## src/rtl/pkt_wrr_arbiter.sv

```systemverilog
// Weighted round-robin packet arbiter for four sources sharing one output.
// Each source receives up to cfg_weight packets per round. Grants last whole
// packets (held until eop_in). Credits are refilled from cfg_weight in a
// dedicated RELOAD cycle once every requesting source has used its credit.
// Ports:
//   clk, rst_n   - clock, asynchronous active-low reset
//   req          - per-source packet-available flags
//   cfg_weight   - 4-bit weight per source (source i at [4i+3:4i], 0 means 1)
//   out_alf      - downstream almost-full, blocks new grants
//   eop_in       - last beat of the granted packet has been forwarded
//   grant        - registered one-hot grant
//   busy         - OR of grant bits
//   pkt_total    - wrapping count of completed packets
module pkt_wrr_arbiter (
   input  logic        clk,
   input  logic        rst_n,
   input  logic [3:0]  req,
   input  logic [15:0] cfg_weight,
   input  logic        out_alf,
   input  logic        eop_in,
   output logic [3:0]  grant,
   output logic        busy,
   output logic [31:0] pkt_total
);

   localparam int unsigned N_SRC = 4;
   localparam int unsigned CW    = 4;
   localparam int unsigned PW    = 2;
   localparam int unsigned CNT_W = 32;

   typedef enum logic [1:0] {
      IDLE   = 2'd0,
      GRANT  = 2'd1,
      RELOAD = 2'd2
   } state_t;

   state_t             state_q, state_d;
   logic [N_SRC-1:0]   grant_q, grant_d;
   logic [CW-1:0]      credit_q [N_SRC];
   logic [CW-1:0]      credit_d [N_SRC];
   logic [PW-1:0]      ptr_q, ptr_d;
   logic [CNT_W-1:0]   total_q, total_d;

   logic               found;
   logic [PW-1:0]      pick;
   logic [PW-1:0]      owner;

   // First eligible source (req set, credit left) searching from ptr upward.
   always_comb begin
      logic [PW-1:0] idx;
      found = 1'b0;
      pick  = '0;
      idx   = '0;
      for (int unsigned i = 0; i < N_SRC; i++) begin
         idx = ptr_q + PW'(i);
         if (!found && req[idx] && (credit_q[idx] != '0)) begin
            found = 1'b1;
            pick  = idx;
         end
      end
   end

   // Index of the currently granted source.
   always_comb begin
      owner = '0;
      for (int unsigned i = 0; i < N_SRC; i++) begin
         if (grant_q[i]) owner = PW'(i);
      end
   end

   // Next-state and datapath updates.
   always_comb begin
      logic [CW-1:0] dec;
      logic [CW-1:0] w;
      state_d  = state_q;
      grant_d  = grant_q;
      ptr_d    = ptr_q;
      total_d  = total_q;
      credit_d = credit_q;
      dec      = '0;
      w        = '0;
      case (state_q)
         IDLE: begin
            if (!out_alf && (req != '0)) begin
               if (found) begin
                  grant_d = N_SRC'(1) << pick;
                  state_d = GRANT;
               end else begin
                  // Requests pending but no credit anywhere they matter.
                  state_d = RELOAD;
               end
            end
         end
         GRANT: begin
            if (eop_in) begin
               dec             = (credit_q[owner] != '0) ? credit_q[owner] - CW'(1) : '0;
               credit_d[owner] = dec;
               ptr_d           = (dec != '0) ? owner : owner + PW'(1);
               total_d         = total_q + CNT_W'(1);
               grant_d         = '0;
               state_d         = IDLE;
            end
         end
         RELOAD: begin
            for (int unsigned i = 0; i < N_SRC; i++) begin
               w           = cfg_weight[CW*i +: CW];
               credit_d[i] = (w == '0) ? CW'(1) : w;
            end
            state_d = IDLE;
         end
         default: begin
            grant_d = '0;
            state_d = IDLE;
         end
      endcase
   end

   // State and datapath registers.
   always_ff @(posedge clk or negedge rst_n) begin
      if (!rst_n) begin
         state_q <= IDLE;
         grant_q <= '0;
         ptr_q   <= '0;
         total_q <= '0;
         for (int unsigned i = 0; i < N_SRC; i++) credit_q[i] <= '0;
      end else begin
         state_q  <= state_d;
         grant_q  <= grant_d;
         ptr_q    <= ptr_d;
         total_q  <= total_d;
         credit_q <= credit_d;
      end
   end

   assign grant     = grant_q;
   assign busy      = |grant_q;
   assign pkt_total = total_q;

endmodule
```

## config.mk

```make
export PLATFORM = sky130hd
export DESIGN_NAME = pkt_wrr_arbiter
export DESIGN_NICKNAME = d
export VERILOG_FILES = /design/src/rtl/pkt_wrr_arbiter.sv
export SDC_FILE = /design/constraint.sdc
export NUM_CORES = 1
export LEC_CHECK = 0
export BUFFER_PORTS_ARGS = -buffer_cell sky130_fd_sc_hd__buf_2
export CORE_MARGIN = 3
export CORE_UTILIZATION = 45
export CTS_CLUSTER_DIAMETER = 30
export DETAILED_ROUTE_END_ITERATION = 10
export PLACE_DENSITY = 0.71
export SLEW_MARGIN = 5
export SYNTH_ARGS = -nofsm -noshare
export SYNTH_HDL_FRONTEND = slang
export SYNTH_SLANG_ARGS = --single-unit
```

## constraint.sdc

```tcl
create_clock -name clk -period 2.75 [get_ports clk]
set_input_delay 0.275 -clock clk [delete_from_list [all_inputs] [get_ports clk]]
set_output_delay 0.275 -clock clk [all_outputs]
set_load 0.02 [all_outputs]
```

# --- Word level (Yosys, flattened, before mapping) ---
# Index checks and enable logic that the tools add are counted.
word_totals:
  output_inout_bits: 37
  ramBits: 0
  latch_bits: 0
  regBits: 56
  mem_count: 0
  elab_cells: 120
  romBits: 0
  input_bits: 24
op_classes:
  div: 0
  n_eq_ne: 5
  add_sub_neg: 6
  n_lt_le_gt_ge: 10
  n_mux: 53
  multipliers: 0
  reduce_logical: 31
  n_shift: 1
  n_bitwise: 6
op_table:
  columns: ["operator", "n"]
  rows:
  - ["$mux 4", 19]
  - ["$bmux 4 s2", 5]
  - ["$add 32x1->32 const B", 1]
  - ["$pmux 16 s2", 1]
  - ["$reduce_bool 4->1", 7]
  - ["$mux 2", 10]
  - ["$bwmux 16", 1]
  - ["$logic_not 4->1", 4]
  - ["$mux 16", 1]
  - ["$ge 3x3->1 const B", 5]
  - ["$not 2->3", 5]
  - ["$lt 2x3->1 const B", 4]
  - ["$pmux 4 s3", 1]
  - ["$logic_and 1x1->1", 9]
  - ["$mux 1", 9]
  - ["$bmux 1 s2", 4]
  - ["$demux 4 s2", 1]
  - ["$ne 2x2->1 const B", 3]
  - ["$reduce_and 2->1", 3]
  - ["$add 2x1->2 const B", 2]
  - ["$add 2x2->2 const B", 2]
  - ["$logic_not 1->1", 4]
  - ["$pmux 2 s2", 1]
  - ["$reduce_and 4->1", 1]
  - ["other kinds (9)", 9]

# --- Longest topological paths before layout ---
depth:
  word_depth: 23
  mapped_depth: 11
  ltp_nobuf: 10

# --- Worst setup path after synthesis ---
# Ideal clock, no wire load.
synth_timing:
  path_kind: "reg2reg"
  start: "register grant_q[2], in the netlist grant[2]"
  end: "register ptr_q[0]"
  arrival_ns: 2.467
  stages_incl_launch_ff: 12
  period_less_slack_ns: 2.598
  required_time_ns: 2.619
  path_slack_ns: 0.152
  n_path_buf: 1
  setup_ns: 0.131
  cell_sequence: "dfrtp_1 or2_1 buf_4 inv_2 a222oi_1 inv_1 ha_1 xor2_1 o22ai_1 o311a_1 o2111ai_1 nand3_1"
synth_between:
  elab_chain_cells: 10
  elab_cells_between_ends: 12
  classes_between: "add/sub: 2; mux: 7; bitwise: 1; reduce/logical: 2"
synth_rtl:
  columns: ["item", "line", "rtl"]
  rows:
  - ["from (decl)", "38", "logic [N_SRC-1:0] grant_q, grant_d;"]
  - ["from (signal assigned)", "128", "grant_q <= grant_d;"]
  - ["$mux 2 * (2 in a row)", "67", "if (grant_q[i]) owner = PW'(i);"]
  - ["$not 2->3 (implied by the code)", "96", "dec = (credit_q[owner] != '0) ? credit_q[owner] - CW'(1) : '0;"]
  - ["$bmux 4 s2", "96", null]
  - ["$mux 4 (implied by the code) (2 in a row)", "96", null]
  - ["$sub 4x1->4 or $reduce_bool 4->1 (tied branches)", "96", null]
  - ["$mux 4", "96", null]
  - ["$reduce_bool 4->1", "98", "ptr_d = (dec != '0) ? owner : owner + PW'(1);"]
  - ["$mux 2 *", "98", null]
  - ["to (signal assigned)", "129", "ptr_q <= ptr_d;"]
  - ["to (decl)", "41", "logic [PW-1:0] ptr_q, ptr_d;"]
# Every way passes the cells marked *; elsewhere a longest branch is shown, timed or not. The select of a mux whose other input is x is not followed.
# A chain may end at the register's enable or synchronous reset.

# --- Worst setup path after layout ---
layout_timing:
  start: "register grant_q[1], in the netlist grant[1]"
  end: "register ptr_q[1]"
layout_between:
  elab_chain_cells: 11
  elab_cells_between_ends: 13
  classes_between: "add/sub: 2; mux: 8; bitwise: 1; reduce/logical: 2"
layout_rtl:
  columns: ["item", "line"]
  rows:
  - ["$mux 1 *", "67"]
  - ["$mux 2 * (2 in a row)", "67"]
  - ["$not 2->3 (implied by the code)", "96"]
  - ["$bmux 4 s2", "96"]
  - ["$mux 4 (implied by the code) (2 in a row)", "96"]
  - ["$sub 4x1->4 or $reduce_bool 4->1 (tied branches)", "96"]
  - ["$mux 4", "96"]
  - ["$reduce_bool 4->1", "98"]
  - ["$mux 2 *", "98"]
# Marks and branches as above.

==> impl_metrics.py <==
metrics = {
    "yosys": {
        "ys_async_sr_fraction": 1.00,
        "synthAdderAreaFrac": 0.0295,
        "yosysWarnings": 0,
        "ys_types": 51,
        "seq_area_frac_synth": 0.472,
        "ys_ff_latch": 56,
        "syn_nets": 328,
        "synthSimpleGateAreaFrac": 0.184,
        "synth_xor_area_frac": 0.0973,
        "synthCells": 297,
        "postSynthAreaPerCell_um2": 10.0,
        "muxShareOfSynthArea": 0.0223,
        "netlist_area_um2": 2970,
        "synth_enable_flop_cells": 0,
        "synth_compound_area_frac": 0.166,
        "synth_top_family_by_area": "simple AND/OR/NAND/NOR gates",
        "synth_ff_type": "dfrtp_1",
    },
    "global_route": {
        "grt-ovfl-total": 0,
        "grt_usage": 0.199,
        "grt_max_degree": 30,
        "grt_pass1_wl_um": 12000,
        "antenna_found_initial": 0,
        "grt_pass1_vias": 2450,
    },
    "die": {
        "start_util": 0.482,
        "core_um2": 6170,
        "die_area_um2": 7610,
        "die-width_um": 87.2,
        "ios": 61,
        "rows": 28,
        "die_height_um": 87.2,
    },
    "sta": {
        "setup_violations": 0,
        "fin_skew_ns": 0.0100,
        "final.period_utilization": 0.920,
        "maxSlewViolCount": 0,
        "max_freq_mhz": 395,
        "hold_viol_final": 0,
        "min_period_ns": 2.53,
        "worst_pin_slew_ns": 0.782,
        "fin_tns_setup_ns": 0,
        "whs_ns": 0.229,
        "rsz0062_at_grt": "no",
        "max_slew_margin": 0.472,
    },
    "finish": {
        "syn2layout_area_growth_pct": 19.2,
        "nFillCells": 538,
        "antenna_cells": 0,
        "drive_gt1_frac": 0.234,
        "nets": 398,
        "layout_common_cells": "buf_2 (60), dfrtp_1 (55), nand2_1 (29)",
        "layout_commonest_cell": "buf_2",
    },
    "placed_design": {
        "gp_congestion": 0.861,
        "port_buffers": 60,
        "hpwl_um": 5620,
    },
    "detailed_routing": {
        "route.detailed.wl_per_inst_um": 16.4,
        "via_per_inst": 5.70,
        "finalWirelength_um": 7270,
        "ant_nets": 0,
        "first_pass_iters": 4,
        "vias": 2527,
        "drt-initial-drc-count": 144,
        "drc": 0,
    },
    "clock_tree": {
        "cts-root-buf": "clkbuf_8",
        "clk_pin_slew_worst_paths_ns": 0.10,
        "cts_tree": "built",
        "worstSkewPairLatency_ns": 0.31,
        "cts_max_path_buffers": 2,
        "clock-sinks": 56,
        "htree_levels": 2,
        "postCtsSetupBuffers": 0,
        "numCtsBuffers": 5,
    },
    "critical_path": {
        "path_max_fanout": 5,
        "critPathTopFamily": "compound AO/OA/AOI/OAI gates",
        "cp-start-kind": "register",
        "path_buf_inv": 1,
        "critPathMaxStageDelay_ns": 0.46,
        "critPathRequiredTime_ns": 2.94,
        "critical_path_class": "register to register",
        "ff2ff_setup_slack_ns": 0.22,
        "cp-end-kind": "register",
        "cp_slowest_cell": "dfrtp_1",
        "path_cells": "mux2i_1, a222oi_1, inv_1, ha_1, xor2_1, o22ai_1, o311a_1, o2111ai_1, nand3_1",
        "cp_data_arrival_time_ns": 2.72,
    },
    "run_status": {
        "status": "finished clean",
    },
    "power": {
        "peakVddDrop_mv": 1.24,
        "power.static_leakage_nw": 1.69,
        "powerDensity_nw_per_um2": 1070,
    },
    "job": {
        "cap_violations": 0,
    },
    "min_path": {
        "hold_path.class": "primary input to register",
    },
}
==> Yosys cell counts, drive strengths merged, types with 2 or more instances <==
cell type  instances  share of area
dfrtp             56           0.47
nand2             29          0.037
xnor2             25          0.074
o21ai             22          0.037
nand3             15          0.025
inv               14          0.018
a22oi             12          0.030
nor3              11          0.019
a21oi              9          0.015
nand4              8          0.017
xor2               8          0.024
ha                 7          0.029
nor2               7         0.0088
nand2b             6          0.013
clkbuf             5         0.0063
o41ai              5          0.015
and2               4         0.0084
and4               4          0.012
mux2i              4          0.013
nor2b              4         0.0084
o211ai             4          0.010
and3               3         0.0063
nor3b              3         0.0076
or2                3         0.0063
a211oi             2         0.0067
a222oi             2         0.0067
buf                2         0.0042
mux2               2         0.0088
nor4               2         0.0063
o2111ai            2         0.0059
o22ai              2         0.0042
o2bb2ai            2         0.0059
or3                2         0.0042
==> worst register-to-register path: cells and delay by family (launching register included) <==
family	cells	cell delay [ns]
AOI/OAI and AO/OA	4	1.12
DFF	1	0.46
adders and majority gates	1	0.30
muxes	1	0.17
xor gates and xnor gates	1	0.16
buffers and inverters	1	0.12
and+or+nand+nor	1	0.09
==> layout make-up <==
| type | count | area, um^2 | share of cell area |
|---|---|---|---|
| Inverter | 14 | 52.6 | 0.0148 |
| Clock inverter | 3 | 47.5 | 0.0134 |
| Tap cell | 75 | 93.8 | 0.0265 |
| Timing Repair Buffer | 70 | 390 | 0.110 |
| Multi-Input combinational cell | 220 | 1490 | 0.419 |
| Sequential cell | 56 | 1400 | 0.396 |
| Clock buffer | 5 | 68.8 | 0.0194 |
==> report_power, final <==
group / internal, W / switching (W) / total, W / leakage (nW)
Sequential: 0.00101 / 0.000232 / 0.00125 / 0.746
Combinational: 0.000809 / 0.00120 / 0.00201 / 0.884
Clock: 0.000275 / 0.000267 / 0.000541 / 0.0583
==> per-stage QoR <==
stage | cell area [um^2] | setup slack, ns | util | cells | power, W
finish | 3540 | 0.219 | 0.574 | 443 | 0.00380
global route | 3540 | 0.0359 | 0.574 | 443 | 0.00409
CTS | 3540 | 0.194 | 0.574 | 443 | 0.00380
detailed placement | 3410 | 0.232 | 0.554 | 434 | 0.00325
global placement | 3410 | 0.365 | 0.554 | 434 | 0.00319
floorplan | 2970 | 0.152 | - | 297 | 0.00258
==> per-layer routing <==
| metal | global-route usage | wire length [um] | share of wire | up-vias |
|---|---|---|---|---|
| met4 | 0.0669 | 124 | 0.017 | 0 |
| li1 | - | - | - | 1220 |
| met2 | 0.329 | 3600 | 0.49 | 78 |
| met5 | 0 | 0 | 0 | - |
| met3 | 0.0246 | 352 | 0.048 | 9 |
| met1 | 0.269 | 3200 | 0.44 | 1220 |
==> flip-flops by register name, indices dropped and copies added (netlist names) <==
register,flops
pkt_total,32
credit_q,16
grant,4
ptr_q,2
state_q,2
==> worst paths after layout <==
kind,start,endpoint,cells past startpoint
setup / recovery,grant[1],ptr_q[1],9
hold / removal,cfg_weight[2],credit_q[14],3
setup reg to reg,grant[1],ptr_q[1],9
hold reg to reg,pkt_total[31],pkt_total[31],1
max in group asynchronous,rst_n,grant[2],3
min in group asynchronous,rst_n,pkt_total[28],2
==> cells by family (layout without fill, tap and decap cells) <==
logic type | after synthesis | count (layout)
AND/OR/NAND/NOR | 103 | 103
AO/OA/AOI/OAI | 71 | 71
flip-flops | 56 | 56
XOR/XNOR | 33 | 33
buffers and inverters | 21 | 92
adder cells (fa/ha/maj) | 7 | 7
multiplexers | 6 | 6
==> repair_timing <==
item	in CTS	in global routing
hold buffers	1	0
setup endpoints to repair	0	1
endpoints found under the hold margin	8	0
gates resized for setup	0	1
Power figures use the tool's default switching activity.
